**config.mk**
```make
export PLATFORM = sky130hd
export DESIGN_NAME = stream_to_video
export DESIGN_NICKNAME = d
export VERILOG_FILES = /design/src/rtl/stream_to_video.sv
export SDC_FILE = /design/constraint.sdc
export NUM_CORES = 1
export LEC_CHECK = 0
export BUFFER_PORTS_ARGS = -buffer_cell sky130_fd_sc_hd__buf_2
export CORE_MARGIN = 1
export CORE_UTILIZATION = 59
export DETAILED_ROUTE_END_ITERATION = 7
export PLACE_DENSITY = 0.88
export SLEW_MARGIN = 25
export SYNTH_ARGS = -nofsm -noshare
export SYNTH_HDL_FRONTEND = slang
export SYNTH_SLANG_ARGS = --single-unit
```
**constraint.sdc**
```tcl
create_clock -name clk_i -period 8.55 [get_ports clk_i]
set_clock_uncertainty 0.15 [all_clocks]
set_input_delay 1.71 -clock clk_i [delete_from_list [all_inputs] [get_ports clk_i]]
set_output_delay 1.71 -clock clk_i [all_outputs]
set_load 0.05 [all_outputs]
```
**src/rtl/stream_to_video.sv**
```systemverilog
// stream_to_video: renders a packed 1-bpp byte stream as a black/white raster
// for a DVI encoder.
//   clk_i, rst_i  : single clock, synchronous active-high reset
//   ce_i          : pixel-advance enable from the encoder
//   s_dat_i       : 8 pixels per byte, MSB displayed first
//   s_sof_i       : marks the first byte of a frame
//   s_valid_i     : byte valid; s_ready_o accepts it (combinational from FIFO level)
//   de_o, pix_o   : registered data enable and pixel
//   frame_o       : one-cycle pulse after the ce_i cycle at col=0,row=0
//   underflow_o   : sticky, set when a byte was needed while the FIFO was empty
module stream_to_video #(
    parameter logic [9:0]  NumColTotal  = 10'd800,
    parameter logic [9:0]  NumColActive = 10'd640,
    parameter logic [9:0]  NumRowTotal  = 10'd525,
    parameter logic [9:0]  NumRowActive = 10'd480,
    parameter int unsigned FifoDepth    = 16
) (
    input  logic       clk_i,
    input  logic       rst_i,
    input  logic       ce_i,
    input  logic [7:0] s_dat_i,
    input  logic       s_sof_i,
    input  logic       s_valid_i,
    output logic       s_ready_o,
    output logic       de_o,
    output logic       pix_o,
    output logic       frame_o,
    output logic       underflow_o
);

    localparam int unsigned AddrW = $clog2(FifoDepth);
    localparam int unsigned CntW  = AddrW + 1;

    typedef enum logic {
        SYNC = 1'b0,
        RUN  = 1'b1
    } state_e;

    state_e state_q;
    state_e state_d;

    // Byte FIFO holding {sof, dat}
    logic [8:0]       mem [FifoDepth];
    logic [AddrW-1:0] wr_ptr;
    logic [AddrW-1:0] rd_ptr;
    logic [CntW-1:0]  count;
    logic             full;
    logic             empty;
    logic             push;
    logic             pop;
    logic             head_sof;
    logic [7:0]       head_dat;

    // Raster position
    logic [9:0] col;
    logic [9:0] row;
    logic       active;
    logic       origin;
    logic       fetch;

    // Pixel path control decided by the FSM
    logic       load;
    logic       kill;
    logic       set_uf;
    logic [6:0] shreg;

    assign full      = (count == CntW'(FifoDepth));
    assign empty     = (count == '0);
    assign s_ready_o = !full && !rst_i;
    assign push      = s_valid_i && s_ready_o;
    assign head_sof  = mem[rd_ptr][8];
    assign head_dat  = mem[rd_ptr][7:0];

    assign active = (col < NumColActive) && (row < NumRowActive);
    assign origin = (col == 10'd0) && (row == 10'd0);
    assign fetch  = ce_i && active && (col[2:0] == 3'd0);

    // FIFO storage; contents are don't-care once pointers are reset
    always_ff @(posedge clk_i) begin
        if (push) begin
            mem[wr_ptr] <= {s_sof_i, s_dat_i};
        end
    end

    // FIFO pointers and level
    always_ff @(posedge clk_i) begin
        if (rst_i) begin
            wr_ptr <= '0;
            rd_ptr <= '0;
            count  <= '0;
        end else begin
            if (push) begin
                wr_ptr <= wr_ptr + AddrW'(1);
            end
            if (pop) begin
                rd_ptr <= rd_ptr + AddrW'(1);
            end
            if (push && !pop) begin
                count <= count + CntW'(1);
            end else if (pop && !push) begin
                count <= count - CntW'(1);
            end
        end
    end

    // Column/row counters
    always_ff @(posedge clk_i) begin
        if (rst_i) begin
            col <= '0;
            row <= '0;
        end else if (ce_i) begin
            if (col == NumColTotal - 10'd1) begin
                col <= '0;
                if (row == NumRowTotal - 10'd1) begin
                    row <= '0;
                end else begin
                    row <= row + 10'd1;
                end
            end else begin
                col <= col + 10'd1;
            end
        end
    end

    // State register
    always_ff @(posedge clk_i) begin
        if (rst_i) begin
            state_q <= SYNC;
        end else begin
            state_q <= state_d;
        end
    end

    // Next state, FIFO pop and pixel-path control
    always_comb begin
        state_d = state_q;
        pop     = 1'b0;
        load    = 1'b0;
        kill    = 1'b0;
        set_uf  = 1'b0;
        case (state_q)
            SYNC: begin
                // Discard bytes until a frame start is at the head
                if (!empty && !head_sof) begin
                    pop = 1'b1;
                end else if (fetch && origin && !empty) begin
                    pop     = 1'b1;
                    load    = 1'b1;
                    state_d = RUN;
                end
            end
            RUN: begin
                if (fetch) begin
                    if (empty) begin
                        set_uf  = 1'b1;
                        kill    = 1'b1;
                        state_d = SYNC;
                    end else if (head_sof != origin) begin
                        // Early sof is kept for the next frame; a missing sof is dropped
                        pop     = !head_sof;
                        kill    = 1'b1;
                        state_d = SYNC;
                    end else begin
                        pop  = 1'b1;
                        load = 1'b1;
                    end
                end
            end
            default: state_d = SYNC;
        endcase
    end

    // Registered video outputs and pixel shift register
    always_ff @(posedge clk_i) begin
        if (rst_i) begin
            de_o        <= 1'b0;
            pix_o       <= 1'b0;
            frame_o     <= 1'b0;
            underflow_o <= 1'b0;
            shreg       <= '0;
        end else begin
            if (set_uf) begin
                underflow_o <= 1'b1;
            end
            if (ce_i) begin
                de_o    <= active;
                frame_o <= origin;
                if (load) begin
                    pix_o <= head_dat[7];
                    shreg <= head_dat[6:0];
                end else if (active && !fetch && (state_q == RUN)) begin
                    pix_o <= shreg[6];
                    shreg <= {shreg[5:0], 1'b0};
                end else begin
                    pix_o <= 1'b0;
                    if (kill) begin
                        shreg <= '0;
                    end
                end
            end else begin
                frame_o <= 1'b0;
            end
        end
    end

endmodule

```
==> flow_metrics.env <==
export IMPL_drc=0
export IMPL_yosysSeqAreaShare=0.6660
export IMPL_antenna_found_initial=0
export IMPL_r2r_setup_slack_ns=3.41
export IMPL_clk_pin_slew_ns=0.07
export IMPL_first_pass_iters=5
export IMPL_ys_seq_elements=193
export IMPL_grt_pass1_wl_mm=24.97
export IMPL_netlist_top_cells_area="edfxtp_1 (54%), dfxtp_1 (12%), mux4_2 (12%), nor2_1 (2.9%), ha_1 (2.2%)"
export IMPL_required_ns=8.69
export IMPL_final_antenna_net_count=0
export IMPL_syn_num_nets=536
export IMPL_synth_fa_ha_area_frac=0.02451
export IMPL_slew_headroom=0.2527
export IMPL_die_x_microns=118.2
export IMPL_grt_pass1_vias=4553
export IMPL_fillers=842
export IMPL_dp_final_hpwl_mm=9.642
export IMPL_hold_slack_ns=0.3285
export IMPL_setup_viol=0
export IMPL_grt_max_degree=37
export IMPL_rsz0062_at_grt="false"
export IMPL_power_total_uw=2368
export IMPL_clkLatencyLatePin_ns=0.43
export IMPL_vias_per_cell=6.152
export IMPL_drv_slew=0
export IMPL_grt_ovfl_total=0
export IMPL_portBuffers=17
export IMPL_ys_top_cells_by_count="edfxtp_1 (144), nor2_1 (62), dfxtp_1 (49)"
export IMPL_yosysMostFrequentCell="edfxtp_1"
export IMPL_postCtsSetupBuffers=0
export IMPL_period_minus_slack_ns=5.144
export IMPL_die_area_sq_um=13970
export IMPL_initial_core_util=0.6039
export IMPL_cp_arrival_ns=5.29
export IMPL_wirelength_mm=16.18
export IMPL_p_leak_uw=0.002876
export IMPL_gp_congestion=0.8347
export IMPL_avgSynthCellArea_sq_um=15.68
export IMPL_synth_top_family_by_area="multiplexers"
export IMPL_wl_per_cell_microns=22.59
export IMPL_hp_class="flip-flop to flip-flop"
export IMPL_critPathKind="flip-flop to flip-flop"
export IMPL_path_max_fanout=36
export IMPL_cts_root_buffer="clkbuf_16"
export IMPL_finalSetupTns_ns=0
export IMPL_hold_buffers=0
export IMPL_synth_compound_area_share=0.03314
export IMPL_drv_cap=0
export IMPL_status="finished clean"
export IMPL_synth_simple_area_share=0.1004
export IMPL_crit_end="count[4]"
export IMPL_reg2reg_depth=18
export IMPL_max_freq_mhz=194.4
export IMPL_yosys_area_top_type="edfxtp_1"
export IMPL_rows=42
export IMPL_cts_inserted_buffers=17
export IMPL_synth_area_mux_share=0.1266
export IMPL_io_pin_count=18
export IMPL_synth_area_sq_um=7965
export IMPL_yosysUniqueCellTypes=46
export IMPL_synth_xor_area_frac=0.02859
export IMPL_synth_top_area_frac=0.5429
export IMPL_clockBufferDepth=2
export IMPL_synth_async_reset_ratio=0
export IMPL_n_antenna_cell=0
export IMPL_hold_viol=0
export IMPL_drive_gt1_frac=0.2130
export IMPL_first_iter_violations=389
export IMPL_htree_num_levels=4
export IMPL_clock_sinks=193
export IMPL_vias=4405
export IMPL_track_usage=0.2489
export IMPL_pwr_density_cell_nw_per_um2=268.0
export IMPL_critPathCaptureType="flip-flop"
export IMPL_areaGrowthSynthToFinish_pct=10.95
export IMPL_cts_resized=0
export IMPL_nets=556
export IMPL_r2r_end="count[4]"
export IMPL_synth_cells=508
export IMPL_die_h_microns=118.2
export IMPL_synthFlopType="edfxtp_1"
export IMPL_tightest_slew_ns=1.117
export IMPL_synth_edf_count=144
export IMPL_peakVddDrop_mv=0.2241
export IMPL_core_area_sq_um=13190
export IMPL_synth_warnings=0
export IMPL_timing_final_crit_share=0.6016
export IMPL_cts_tree="done"
export IMPL_crit_path_start_kind="flip-flop"
sequential cells by signal (all words and copies together) (netlist names), named ones only:
| name | flops |
|---|---|
| pix_o | 1 |
| row | 10 |
| shreg | 7 |
| col | 10 |
| underflow_o | 1 |
| wr_ptr | 4 |
| state_q | 1 |
| rd_ptr | 4 |
| count | 5 |
| mem | 144 |
| frame_o | 1 |
| de_o | 1 |
layout make-up:
class	instances	area, sq um	share of cell area
multi-input combinational	276	2512	0.2843
inverter	17	63.81	0.007221
tap	176	220.2	0.02492
clock inverter	14	178.9	0.02025
sequential	193	5306	0.6005
timing repair buffer	23	130.1	0.01472
clock buffer	17	425.4	0.04814
logic make-up after synthesis:
kind of cell	after synthesis
buf+inv	39
simple gates	155
xor+xnor	26
fa+ha+maj	15
mux	47
flops	193
compound gates	33
worst min path at each step:
stage	start	endpoint	slack [ns]	cells after the start
final	shreg[0]	shreg[0]	0.33	2
after global placement	shreg[0]	shreg[0]	0.31	2
after floorplan	shreg[0]	shreg[0]	0.30	2
after detailed placement	shreg[0]	shreg[0]	0.32	2
after CTS	shreg[0]	shreg[0]	0.33	2
after global routing	shreg[0]	shreg[0]	0.36	2
critical path, stage by stage, from the launching register on:
cell and delay [ns]:
dfxtp_2 0.31, buf_4 0.55, mux4_2 0.60, a22oi_1 0.24
and3_1 0.32, inv_1 0.07, ha_1 0.17, or4_1 0.57
nand3_1 0.20, inv_1 0.10, ha_1 0.24, inv_1 0.14
ha_1 0.28, nor2b_1 0.16, o21a_1 0.19, or3_1 0.31
a21oi_1 0.20, xnor2_1 0.15, nor2_1 0.05
through the flow:
step	instances	setup slack, ns	utilization	area [sq um]
6_report	716	3.406	0.6700	8837
5_1_grt	716	3.099	0.6700	8837
4_1_cts	716	3.429	0.6688	8822
3_5_place_dp	685	3.476	0.6230	8218
3_3_place_gp	685	3.695	0.6228	8215
2_1_floorplan	508	3.581	-	7965
power by group:
| group | switching [uW] | leakage, uW | total (uW) | internal (uW) |
|---|---|---|---|---|
| Clock | 349 | 0.000295 | 814 | 464 |
| Sequential | 25.5 | 0.00170 | 1070 | 1040 |
| Combinational | 261 | 0.000886 | 489 | 228 |
layer usage:
metal / wire length [microns] / share of wire / up-vias / global-route usage
met2: 8367 / 0.52 / 164 / 0.4180
li1: - / - / 1966 / -
met5: 0 / 0 / - / 0
met1: 6116 / 0.38 / 2226 / 0.2875
met4: 724 / 0.045 / 0 / 0.1378
met3: 967 / 0.060 / 49 / 0.07239
cell usage in the layout (no fill, tap or decap), types with 3 or more instances in the layout:
| cell type | count |
|---|---|
| bufinv_16 | 3 |
| xnor2_1 | 10 |
| nand2_1 | 22 |
| buf_4 | 6 |
| a21oi_1 | 12 |
| nor3_1 | 9 |
| nor2b_1 | 5 |
| and3_1 | 4 |
| nand4_1 | 14 |
| a311oi_1 | 3 |
| o21ai_0 | 3 |
| nand3_1 | 5 |
| buf_2 | 17 |
| ha_1 | 14 |
| xor2_1 | 16 |
| clkbuf_16 | 17 |
| nand3b_1 | 3 |
| edfxtp_1 | 144 |
| mux2i_1 | 4 |
| nor2_2 | 7 |
| a21o_1 | 3 |
| inv_8 | 3 |
| inv_1 | 17 |
| nor2_1 | 55 |
| dfxtp_1 | 48 |
| nand2b_1 | 14 |
| mux4_2 | 43 |
| or3_1 | 3 |
| a311oi_2 | 4 |
(Power assumes the default switching activity.)
